`src/rtl/l2_scrub_ctrl.sv`:
```
// l2_scrub_ctrl: background ECC scrubber walking an L2 address window with single reads
module l2_scrub_ctrl #(
    parameter int AddrWidth     = 48,
    parameter int WordBytes     = 8,
    parameter int IntervalWidth = 16,
    parameter int CntWidth      = 16
) (
    input  logic                     clk_i,
    input  logic                     rst_ni,
    input  logic                     en_i,
    input  logic [IntervalWidth-1:0] interval_i,
    input  logic [AddrWidth-1:0]     start_addr_i,
    input  logic [AddrWidth-1:0]     end_addr_i,
    input  logic                     busy_i,
    input  logic                     clr_i,
    output logic                     mem_req_o,
    output logic [AddrWidth-1:0]     mem_addr_o,
    input  logic                     mem_gnt_i,
    input  logic                     mem_rvalid_i,
    input  logic                     mem_ce_i,
    input  logic                     mem_ue_i,
    output logic [CntWidth-1:0]      ce_cnt_o,
    output logic [CntWidth-1:0]      ue_cnt_o,
    output logic [CntWidth-1:0]      pass_cnt_o,
    output logic                     pass_done_o,
    output logic                     active_o,
    output logic                     irq_o
);
    typedef enum logic [1:0] {IDLE, WAIT, REQ, RESP} state_e;
    localparam logic [AddrWidth-1:0] addr_mask = ~AddrWidth'(WordBytes - 1);
    localparam logic [AddrWidth-1:0] stride = AddrWidth'(WordBytes);
    state_e state;
    logic [AddrWidth-1:0] addr, win_end, start_al, end_al, end_eff;
    logic [IntervalWidth-1:0] cnt;
    logic rsp, wrap, ce_hit, ue_hit;
    always_comb begin
        start_al = start_addr_i & addr_mask;
        end_al = end_addr_i & addr_mask;
        end_eff = end_al < start_al ? start_al : end_al;
        rsp = state == RESP && mem_rvalid_i;
        wrap = rsp && addr == win_end;
        ce_hit = rsp && mem_ce_i;
        ue_hit = rsp && mem_ue_i;
    end
    assign mem_addr_o = addr;
    always_ff @(posedge clk_i) begin
        if (!rst_ni) begin
            state <= IDLE;
            addr <= '0;
            win_end <= '0;
            cnt <= '0;
            mem_req_o <= 1'b0;
            active_o <= 1'b0;
            pass_done_o <= 1'b0;
        end else begin
            pass_done_o <= 1'b0;
            case (state)
                IDLE: if (en_i) begin
                    state <= WAIT;
                    active_o <= 1'b1;
                    addr <= start_al;
                    win_end <= end_eff;
                    cnt <= interval_i;
                end
                WAIT: if (!en_i) begin
                    state <= IDLE;
                    active_o <= 1'b0;
                end else if (cnt != '0) begin
                    cnt <= cnt - IntervalWidth'(1);
                end else if (!busy_i) begin
                    state <= REQ;
                    mem_req_o <= 1'b1;
                end
                REQ: if (mem_gnt_i) begin
                    state <= RESP;
                    mem_req_o <= 1'b0;
                end
                RESP: if (mem_rvalid_i) begin
                    state <= en_i ? WAIT : IDLE;
                    active_o <= en_i;
                    cnt <= interval_i;
                    pass_done_o <= wrap;
                    addr <= wrap ? start_al : addr + stride;
                    win_end <= wrap ? end_eff : win_end;
                end
                default: state <= IDLE;
            endcase
        end
    end
    // clear beats a coincident event, including the irq set
    always_ff @(posedge clk_i) begin
        if (!rst_ni || clr_i) begin
            ce_cnt_o <= '0;
            ue_cnt_o <= '0;
            pass_cnt_o <= '0;
            irq_o <= 1'b0;
        end else begin
            if (ce_hit && ce_cnt_o != '1) ce_cnt_o <= ce_cnt_o + CntWidth'(1);
            if (ue_hit && ue_cnt_o != '1) ue_cnt_o <= ue_cnt_o + CntWidth'(1);
            if (wrap && pass_cnt_o != '1) pass_cnt_o <= pass_cnt_o + CntWidth'(1);
            if (ue_hit) irq_o <= 1'b1;
        end
    end
endmodule

```
`config.mk`:
```
export PLATFORM = sky130hd
export DESIGN_NAME = l2_scrub_ctrl
export DESIGN_NICKNAME = d
export VERILOG_FILES = /design/src/rtl/l2_scrub_ctrl.sv
export SDC_FILE = /design/constraint.sdc
export NUM_CORES = 1
export LEC_CHECK = 0
export CELL_PAD_IN_SITES_DETAIL_PLACEMENT = 1
export CELL_PAD_IN_SITES_GLOBAL_PLACEMENT = 1
export CORE_MARGIN = 5
export CORE_UTILIZATION = 37
export DETAILED_ROUTE_END_ITERATION = 10
export PLACE_DENSITY = 0.83
export SLEW_MARGIN = 20
export SYNTH_ARGS = -nofsm -noshare
export SYNTH_HDL_FRONTEND = slang
export SYNTH_SLANG_ARGS = --single-unit
```
`constraint.sdc`:
```
create_clock -name clk_i -period 3.05 [get_ports clk_i]
set_input_delay 0.305 -clock clk_i [delete_from_list [all_inputs] [get_ports clk_i]]
set_output_delay 0.305 -clock clk_i [all_outputs]
set_load 0.01 [all_outputs]
```
==> run summary <==
die area: 30580 um^2
DR WL/cell: 20.75 um
Net Switching: 2530 uW
final wirelength: 39520 um
Final Critical Period: 2.849 ns
Starting Density: 37.43%
initial antenna violation count: 0
CP Launch Type: register
Worst EP required: 3.41 ns
Slew headroom: 43.11%
hold endpoint: irq_o$_SDFFE_PP0P_
Achievable Freq: 351.0 MHz
CTS Root Cell: clkbuf_16
Filler cells: 3309
Ant. Diodes: 0
worst vdd ir: 0.0003981 V
initial DRC count: 762
Via density: 5.923
ys flop type: dfxtp_1
largest net degree at the start of global routing: 54
Clk pwr share: 32.3%
most frequent cells in the layout: 211 x clkdlybuf4s50_1, 176 x nand2_1, 160 x dfxtp_1, 104 x a21oi_1, 88 x o21ai_0
Post-DP HPWL: 29420 um
number of synthesized flops with an enable pin: 0
clk_skew: 0.01365 ns
nets@finish: 1726
chip height: 174.9 um
design area: 13540 um^2
Worst Path Arrival: 3.21 ns
sequential fraction of design power: 37.3%
Yosys Warn Count: 0
CTS buffer count: 17
first-pass GRT wire length: 61580 um
HP Start: irq_o$_SDFFE_PP0P_
GRT Total Usage: 24.86%
Crit. End Element: register
crit path max fanout: 10
final hold viol count: 0
Worst Setup SP: mem_addr_o[33]$_SDFFE_PN0P_
total grt overflow: 0
worst r2r dst: pass_cnt_o[14]$_SDFFE_PP0P_
Async SR Flop Fraction: 0%
num ports: 221
Num Clock Sinks: 160
# DRC: 0
Final period util: 93.41%
switch share: 35.92%
Synth area leader: dfxtp_1
GPL Wtd Cong: 0.9027
Post-Syn Area: 10060 um^2
drt first pass iters: 5
R2R Setup Slk: 0.20 ns
Reg2Reg Depth: 8
Max Slew Vio Count: 0
Int Pwr: 4514 uW
CTS tree: built
Least-Margin Pin Slew: 0.8524 ns
Reg clk slew, reported paths: 0.07 ns
status: finished clean
DP Area: 12910 um^2
core area: 26880 um^2
Worst Hold Class: register to register
WHS Path Cells: 2
Post-Synthesis Cells: 1327
Final ANT Viol Nets: 0
Crit Path Category: register to register
number of H-tree levels: 4
worst skew pair latency: 0.43 ns
FP Rows: 60
share of layout cells above drive strength 1: 8.765%
RSZ-0062 raised after global routing: yes
Seq/Total Area, Yosys: 31.84%
Die X: 174.9 um
worst r2r src: mem_addr_o[33]$_SDFFE_PN0P_
Synth Area per Inst: 7.580 um^2
synthesis-stage register bit count: 160
maximum clock path buffer count: 2
Final Setup Violations: 0
Synth area leaders: dfxtp_1 32%, ha_1 6.8%, nand2_1 6.6%, a21oi_1 5.3%, xor2_1 5.1%
IO buf count: 211
vias in the first global route: 11286
top-area cell type share of the netlist area: 31.84%
TNS Setup: 0 ns
Area growth syn-to-layout: 34.61%
post-synth cell types: 67
DR vias: 11277
maxcap violations: 0
commonest non-fill, non-tap cell in the layout: clkdlybuf4s50_1
Post-CTS Hold Buffers: 0
PD cells: 520.3 nW/um^2
Comb power frac: 30.4%
Lkg Pwr: 0.005058 uW
## Yosys cell counts (3+ instances only)
cell type and number:
nor3b_1 8, a31oi_1 11, buf_2 26, and4_1 11, nand3_1 62, nor4_1 33
mux2i_1 3, or4_1 6, nor2_1 65, nor3_1 26, nor2b_1 7, a41oi_1 3
a21o_1 8, and2_1 21, a211oi_1 10, xor2_1 58, or2_2 5, nand2b_1 3
dfxtp_1 160, o32ai_1 6, o21ai_0 88, o211ai_1 47, inv_1 73, buf_1 4
buf_4 3, nand4_1 77, and3_1 12, nand2_1 177, o31ai_1 8, o22ai_1 13
a221oi_1 5, xnor2_1 11, o221a_2 3, o22a_1 3, a21oi_1 106, or3_1 20
ha_1 55, clkbuf_1 52
## what timing repair did
action | CTS | global route
setup endpoints to repair | 0 | 4
resized for setup | 0 | 2
buffers inserted | 0 | 2
## registers in the layout, summed over array words and instances, names as in the netlist
| name | cells |
|---|---|
| ce_cnt_o | 16 |
| state | 2 |
| ue_cnt_o | 16 |
| mem_addr_o | 45 |
| pass_cnt_o | 16 |
| active_o | 1 |
| irq_o | 1 |
| pass_done_o | 1 |
| cnt | 16 |
| mem_req_o | 1 |
| win_end | 45 |
## per-layer routing
| metal | wire length [um] | GRT usage, % | up-vias |
|---|---|---|---|
| met3 | 2722 | 4.522 | 89 |
| met5 | 0 | 0 | - |
| met4 | 1658 | 11.36 | 0 |
| met2 | 18180 | 40.26 | 443 |
| met1 | 16950 | 32.30 | 5489 |
| li1 | - | - | 5256 |
## power by group through the flow
stage,combinational (uW),sequential [uW],clock [uW]
3_5_place_dp,2090,2660,0
4_1_cts,2120,2620,2310
5_1_grt,2320,2650,2390
6_report,2140,2630,2270
2_1_floorplan,1170,2620,0
3_3_place_gp,2030,2650,0
## how the worst max path moves through the flow
stage | to | slack [ns] | cells after the start
6_report | pass_cnt_o[14]$_SDFFE_PP0P_ | 0.20 | 8
5_1_grt | mem_addr_o[27]$_SDFFE_PN0P_ | -0.06 | 9
4_1_cts | mem_addr_o[47]$_SDFFE_PN0P_ | 0.13 | 9
3_5_place_dp | win_end[30]$_SDFFE_PN0P_ | -0.16 | 11
3_3_place_gp | win_end[19]$_SDFFE_PN0P_ | -0.02 | 11
2_1_floorplan | win_end[10]$_SDFFE_PN0P_ | 0.40 | 11
## cell type report
class                      instances  area (um^2)  area share [%]
multi-input combinational       1009         6267           46.29
sequential                       160         3203           23.66
timing repair buffer             289         2760           20.39
clock buffer                      18        439.2           3.244
tap                              341        426.7           3.151
inverter                          73        274.0           2.024
clock inverter                    14        168.9           1.248
## cells by family (layout without fill, tap and decap cells)
group	after synthesis	count (layout)	share of synthesized area, %
AND/OR/NAND/NOR	545	545	27.68
AO/OA/AOI/OAI	334	334	20.70
flip-flops	160	160	31.84
buffers and inverters	160	394	6.593
XOR/XNOR	69	69	6.008
adder cells (fa/ha/maj)	55	55	6.842
multiplexers	3	3	0.2986
other	1	3	0.03728
## critical path, cell delays in order, from the launching register on
cell and delay (ns):
dfxtp_1 0.47, inv_1 0.15, a221oi_1 0.34, nand4_1 0.29, buf_4 0.22, nor4_2 0.42
nand2_2 0.20, or4_1 0.52, a21oi_1 0.15
## stage by stage
step,hold slack [ns],setup WS [ns],util [%],power [uW],cells
global route,0.4672,-0.06045,50.38,7357,1904
finish,0.4458,0.2009,50.38,7044,1904
detailed placement,0.4396,-0.1625,48.03,4757,1870
floorplan,0.4427,0.3962,-,3790,1329
CTS,0.4486,0.1253,50.29,7053,1902
global placement,0.4346,-0.02143,48.03,4678,1870
No activity file was read; power rests on OpenSTA's default activity.
==> RTL edit 1 (same flow settings) <==
Encoding of `state_e`: now Gray code (2 bits for 4 states).
--- a/src/rtl/l2_scrub_ctrl.sv
+++ b/src/rtl/l2_scrub_ctrl.sv
@@ -28,3 +28,3 @@
 );
-    typedef enum logic [1:0] {IDLE, WAIT, REQ, RESP} state_e;
+    typedef enum logic [1:0] {IDLE = 2'b00, WAIT = 2'b01, REQ = 2'b11, RESP = 2'b10} state_e;
     localparam logic [AddrWidth-1:0] addr_mask = ~AddrWidth'(WordBytes - 1);
Behaviour: no difference found for any inputs over 4 cycles, from zero or initial values and one cycle with rst_ni low; so few cycles prove little.
==> RTL edit 1 against the original RTL <==
- sequential power decreased by 9.1%
- routed wire length fell by 1.1%
- clock skew increased by 0.0044 ns
- worst setup slack got worse by 0.022 ns
- power decreased by 10%
- final area rose by 2.4%
- sequential cell count did not move
- count of clock-buffer cells in the layout decreased by 1
- area after synthesis up 0.12%
- non-clock buffer count grew 40
- critical endpoint is now win_end[5]$_SDFFE_PN0P_
- highest routed layer unchanged
==> RTL edit 1: results (changes against the original RTL) <==
INFO  metric status = finished clean (unchanged)
INFO  metric hold_class = input port to flop (was flop to flop)
INFO  metric layout.filler_cells = 3252 (was 3309)
INFO  metric worst-slew-pin-transition = 0.958 ns (was 0.852 ns)
INFO  metric buffers = 329 (was 289)
INFO  metric start_point_of_the_critical_path = start_addr_i[47] (was mem_addr_o[33]$_SDFFE_PN0P_)
INFO  metric nets = 1731 (was 1726)
INFO  metric ir_drop = 0.421 mV (was 0.398 mV)
INFO  metric clock_skew = 0.0181 ns (was 0.0137 ns)
INFO  metric list_of_most_frequent_post_synthesis_cells = nand2_1 (181), dfxtp_1 (160), a21oi_1 (106), nor2_1 (99), nand4_1 (82) (was nand2_1 (177), dfxtp_1 (160), a21oi_1 (106), o21ai_0 (88), nand4_1 (77))
INFO  metric grt_start_max_net_pins = 48 (was 54)
INFO  metric yosysSeqAreaShare = 31.8% (about the same)
INFO  metric met1_usage = 29.0% (was 32.3%)
INFO  metric route.layer.met1.wl = 16.4 mm (was 17.0 mm)
INFO  metric viasPerCell = 5.82 (was 5.92)
INFO  metric use_met3 = 4.07% (was 4.52%)
INFO  metric ys_top_cells_by_area = dfxtp_1 (32%), nand2_1 (6.7%), ha_1 (6.2%) (was dfxtp_1 (32%), ha_1 (6.8%), nand2_1 (6.6%))
INFO  metric non_clock_inverter_count = 60 (was 73)
INFO  metric routabilityCongestion = 0.871 (was 0.903)
INFO  metric crit-reg2reg-capture = win_end[8]$_SDFFE_PN0P_ (was pass_cnt_o[14]$_SDFFE_PP0P_)
INFO  metric place.detailed.hpwl = 29.3 mm (was 29.4 mm)
INFO  metric multiInputCombCellCount = 992 (was 1009)
INFO  metric worst_r2r_src = win_end[13]$_SDFFE_PN0P_ (was mem_addr_o[33]$_SDFFE_PN0P_)
INFO  metric worst_path_largest_cell_delay = 0.70 ns (was 0.52 ns)
INFO  metric share_of_post_route_cells_with_drive_strength_above_1 = 13.7% (was 8.77%)
INFO  metric drc_violation_total_after_the_first_tritonroute_iteration = 761 (was 762)
INFO  metric fin_hold_ws = 0.377 ns (was 0.446 ns)
-- RTL edit 1: cell count changes in the layout (fill, tap and decap cells not counted), moves of 14 or more --
cell and delta:
xnor2_1 +50, o21ai_0 -46, o211ai_1 -43, o211ai_2 +42, xor2_1 -41, buf_4 +35, nor2_1 +34, nor3_1 +16
nor4_1 -15, and2_1 -14
-- RTL edit 1: cells by family after synthesis --
| logic type | synth area share, % |
|---|---|
| XOR/XNOR | 6.78 |
| buffers and inverters | 6.49 |
| other | 0.0372 |
| AO/OA/AOI/OAI | 21.7 |
| adder cells (fa/ha/maj) | 6.21 |
| flip-flops | 31.8 |
| multiplexers | 0.0994 |
| AND/OR/NAND/NOR | 26.9 |
-- RTL edit 1: power by group --
group	internal [mW]	leakage [nW]	switching, mW
Combinational	0.738	3.73	0.877
Clock	1.25	0.301	1.05
Sequential	2.24	1.31	0.152
==> RTL edit 2 (config.mk and constraints unchanged) <==
Made on the original files. Change the parameter `IntervalWidth` from 16 to 32.
--- a/src/rtl/l2_scrub_ctrl.sv
+++ b/src/rtl/l2_scrub_ctrl.sv
@@ -4,3 +4,3 @@
     parameter int WordBytes     = 8,
-    parameter int IntervalWidth = 16,
+    parameter int IntervalWidth = 32,
     parameter int CntWidth      = 16
Ports: changed (resized interval_i); port bits go from 221 to 237. The function was not compared with the original's and may differ.
==> RTL edit 2 against the original RTL <==
- global-route usage grew 0.52 points
- first-iteration DRC count grew 10%
- sequential cell count grew 16
- final area grew 9.5%
- routed wire length grew 10%
- power grew 15%
- worst setup slack worse by 0.072 ns
- area after synthesis increased by 10%
- critical path type unchanged
==> RTL edit 2: results (changes against the original RTL) <==
INFO  metric list_of_most_frequent_post_synthesis_cells = nand2_1 (194), dfxtp_1 (176), a21oi_1 (99), nor2_1 (95), nand4_1 (82) (was nand2_1 (177), dfxtp_1 (160), a21oi_1 (106), o21ai_0 (88), nand4_1 (77))
INFO  metric crit_path_top_delay_cell = or4_4 (was or4_1)
INFO  metric cts-hold-fix-buffers = 0 (unchanged)
INFO  metric nets = 1888 (was 1726)
INFO  metric ys_top_cells_by_area = dfxtp_1 (32%), nand2_1 (6.6%), ha_1 (6.2%) (was dfxtp_1 (32%), ha_1 (6.8%), nand2_1 (6.6%))
INFO  metric firstDrtPassIters = 5 (unchanged)
INFO  metric place.detailed.hpwl = 32.5 mm (was 29.4 mm)
INFO  metric post_drt_wl_per_cell = 20.8 um (about the same)
INFO  metric hold_class = flop to flop (unchanged)
INFO  metric routabilityCongestion = 0.874 (was 0.903)
INFO  metric synth_top_flop_cell = dfxtp_1 (unchanged)
INFO  metric ir_drop = 0.493 mV (was 0.398 mV)
INFO  metric worst_slew_margin_rel = 28.1% (was 43.1%)
INFO  metric proportion_of_netlist_area_held_by_the_largest_area_contributor = 31.8% (about the same)
INFO  metric viasPerCell = 5.85 (was 5.92)
INFO  metric numPlacedInstances = 2067 (was 1870)
INFO  metric share_of_post_route_cells_with_drive_strength_above_1 = 10.5% (was 8.77%)
INFO  metric synth.distinct_cells = 70 (was 67)
INFO  metric arrival = 3.22 ns (was 3.21 ns)
INFO  metric yosysSeqAreaShare = 31.8% (about the same)
INFO  metric clockRootBuffer = clkbuf_16 (unchanged)
INFO  metric drc_violation_total_after_the_first_tritonroute_iteration = 839 (was 762)
INFO  metric cpLargestDelayFamily = simple AND/OR/NAND/NOR gates (unchanged)
INFO  metric dpl-instance-area = 14300 sq um (was 12900 sq um)
INFO  metric worst_path_largest_cell_delay = 0.56 ns (was 0.52 ns)
INFO  metric wirelength = 43.7 mm (was 39.5 mm)
INFO  metric grt_start_max_net_pins = 57 (was 54)
INFO  metric groute.usage.overall = 25.4% (was 24.9%)
INFO  metric clock_insertion_delay_worst_skew = 0.44 ns
INFO  metric number_of_enable_flip_flop_cells_after_synthesis = 0 (unchanged)
INFO  metric cts.path.max_buffers = 2 (unchanged)
INFO  metric first_global_vias = 12786 (was 11286)
INFO  metric number_of_instances_in_the_synthesized_netlist = 1447 (was 1327)
INFO  metric first_pass_grt_wire_length = 69.5 mm (was 61.6 mm)
INFO  metric sw_frac_of_total = 38.9% (was 35.9%)
INFO  metric h-tree-depth = 4 (unchanged)
INFO  metric port_buffers = 227 (was 211)
INFO  metric async_reset_ff_share = 0% (unchanged)
INFO  metric cts_buffers = 17 (unchanged)
INFO  metric initial_antenna_violation_count = 1 (was 0)
INFO  metric status = finished clean (unchanged)
INFO  metric leakagePower = 5.50 nW (was 5.06 nW)
INFO  metric pre_cts_ws = -0.142 ns (was -0.163 ns)
INFO  metric clock_skew = 0.0185 ns (was 0.0137 ns)
INFO  metric number_of_warnings_issued_by_yosys = 0 (unchanged)
INFO  metric path_max_fanout = 15 (was 10)
INFO  metric worst_setup_hold_path_clk_slew = 0.08 ns
==> RTL edit 2: cell count changes after synthesis, moves of 11 or more <==
| cell | unedited run | this run |
|---|---|---|
| nor2_1 | 65 | 95 |
| nor3_1 | 26 | 50 |
| o21ai_0 | 88 | 65 |
| xnor2_1 | 11 | 33 |
| nand2_1 | 177 | 194 |
| dfxtp_1 | 160 | 176 |
| a31oi_1 | 11 | 24 |
| nor4_1 | 33 | 22 |
==> RTL edit 2: metrics by stage <==
| step | total power [mW] | TNS (ns) |
|---|---|---|
| after global routing | 8.54 | 0 |
| after CTS | 8.12 | 0 |
| after floorplan | 4.62 | 0 |
| after detailed placement | 5.95 | -5.38 |
| final | 8.13 | 0 |
| after global placement | 5.82 | -1.92 |
==> RTL edit 2: cells by family (layout without fill, tap and decap cells) <==
kind of cell,after synthesis,in the layout,share of synthesized area (%)
fa+ha+maj,55,55,6.22
mux,9,9,0.825
compound gates,338,338,19.5
simple gates,617,617,28.7
xor+xnor,83,83,6.64
flops,176,176,31.8
other cells,1,4,0.0339
buf+inv,168,428,6.24
==> RTL edit 2: routing by layer <==
metal | share of wire (%) | GRT usage, %
met3 | 6.1 | 4.40
met1 | 43 | 31.8
met2 | 48 | 43.7
met4 | 3.3 | 9.56
met5 | 0 | 0
==> RTL edit 2: final timing paths <==
kind         slack [ns]                     endpoint  cells after the start                        start
min reg2reg        0.46         cnt[28]$_SDFFE_PN0P_                      2         cnt[28]$_SDFFE_PN0P_
max reg2reg        0.13  pass_cnt_o[13]$_SDFFE_PP0P_                      8  mem_addr_o[16]$_SDFFE_PN0P_
min                0.46         cnt[28]$_SDFFE_PN0P_                      2         cnt[28]$_SDFFE_PN0P_
max                0.13  pass_cnt_o[13]$_SDFFE_PP0P_                      8  mem_addr_o[16]$_SDFFE_PN0P_
==> RTL edit 2: timing repair <==
action,4_1_cts,5_1_grt
setup buffers,0,0
setup endpoints to repair,0,1
gates resized for setup,0,1
endpoints found under the hold margin,0,0
==> RTL edit 2: layout make-up <==
class	instances	area [sq um]
inverter	72	270
tap	390	488
sequential	176	3520
timing repair buffer	324	3080
clock inverter	14	123
antenna	1	2.50
multi-input combinational	1105	6910
fill	3644	14700
clock buffer	18	429
==> RTL edit 2: power by group through the flow <==
stage / Combinational, mW / Clock (mW) / Sequential (mW)
finish: 2.97 / 2.17 / 2.99
global route: 3.22 / 2.28 / 3.04
CTS: 2.95 / 2.18 / 2.98
detailed placement: 2.92 / 0 / 3.03
global placement: 2.82 / 0 / 3.00
floorplan: 1.62 / 0 / 3.00
==> RTL edit 2: worst reg2reg max path, delay by kind of cell (launching register included) <==
| kind | cells | cell delay [ns] |
|---|---|---|
| DFF | 1 | 0.37 |
| xor gates and xnor gates | 2 | 0.61 |
| and+or+nand+nor | 5 | 1.58 |
| buffers and inverters | 1 | 0.22 |
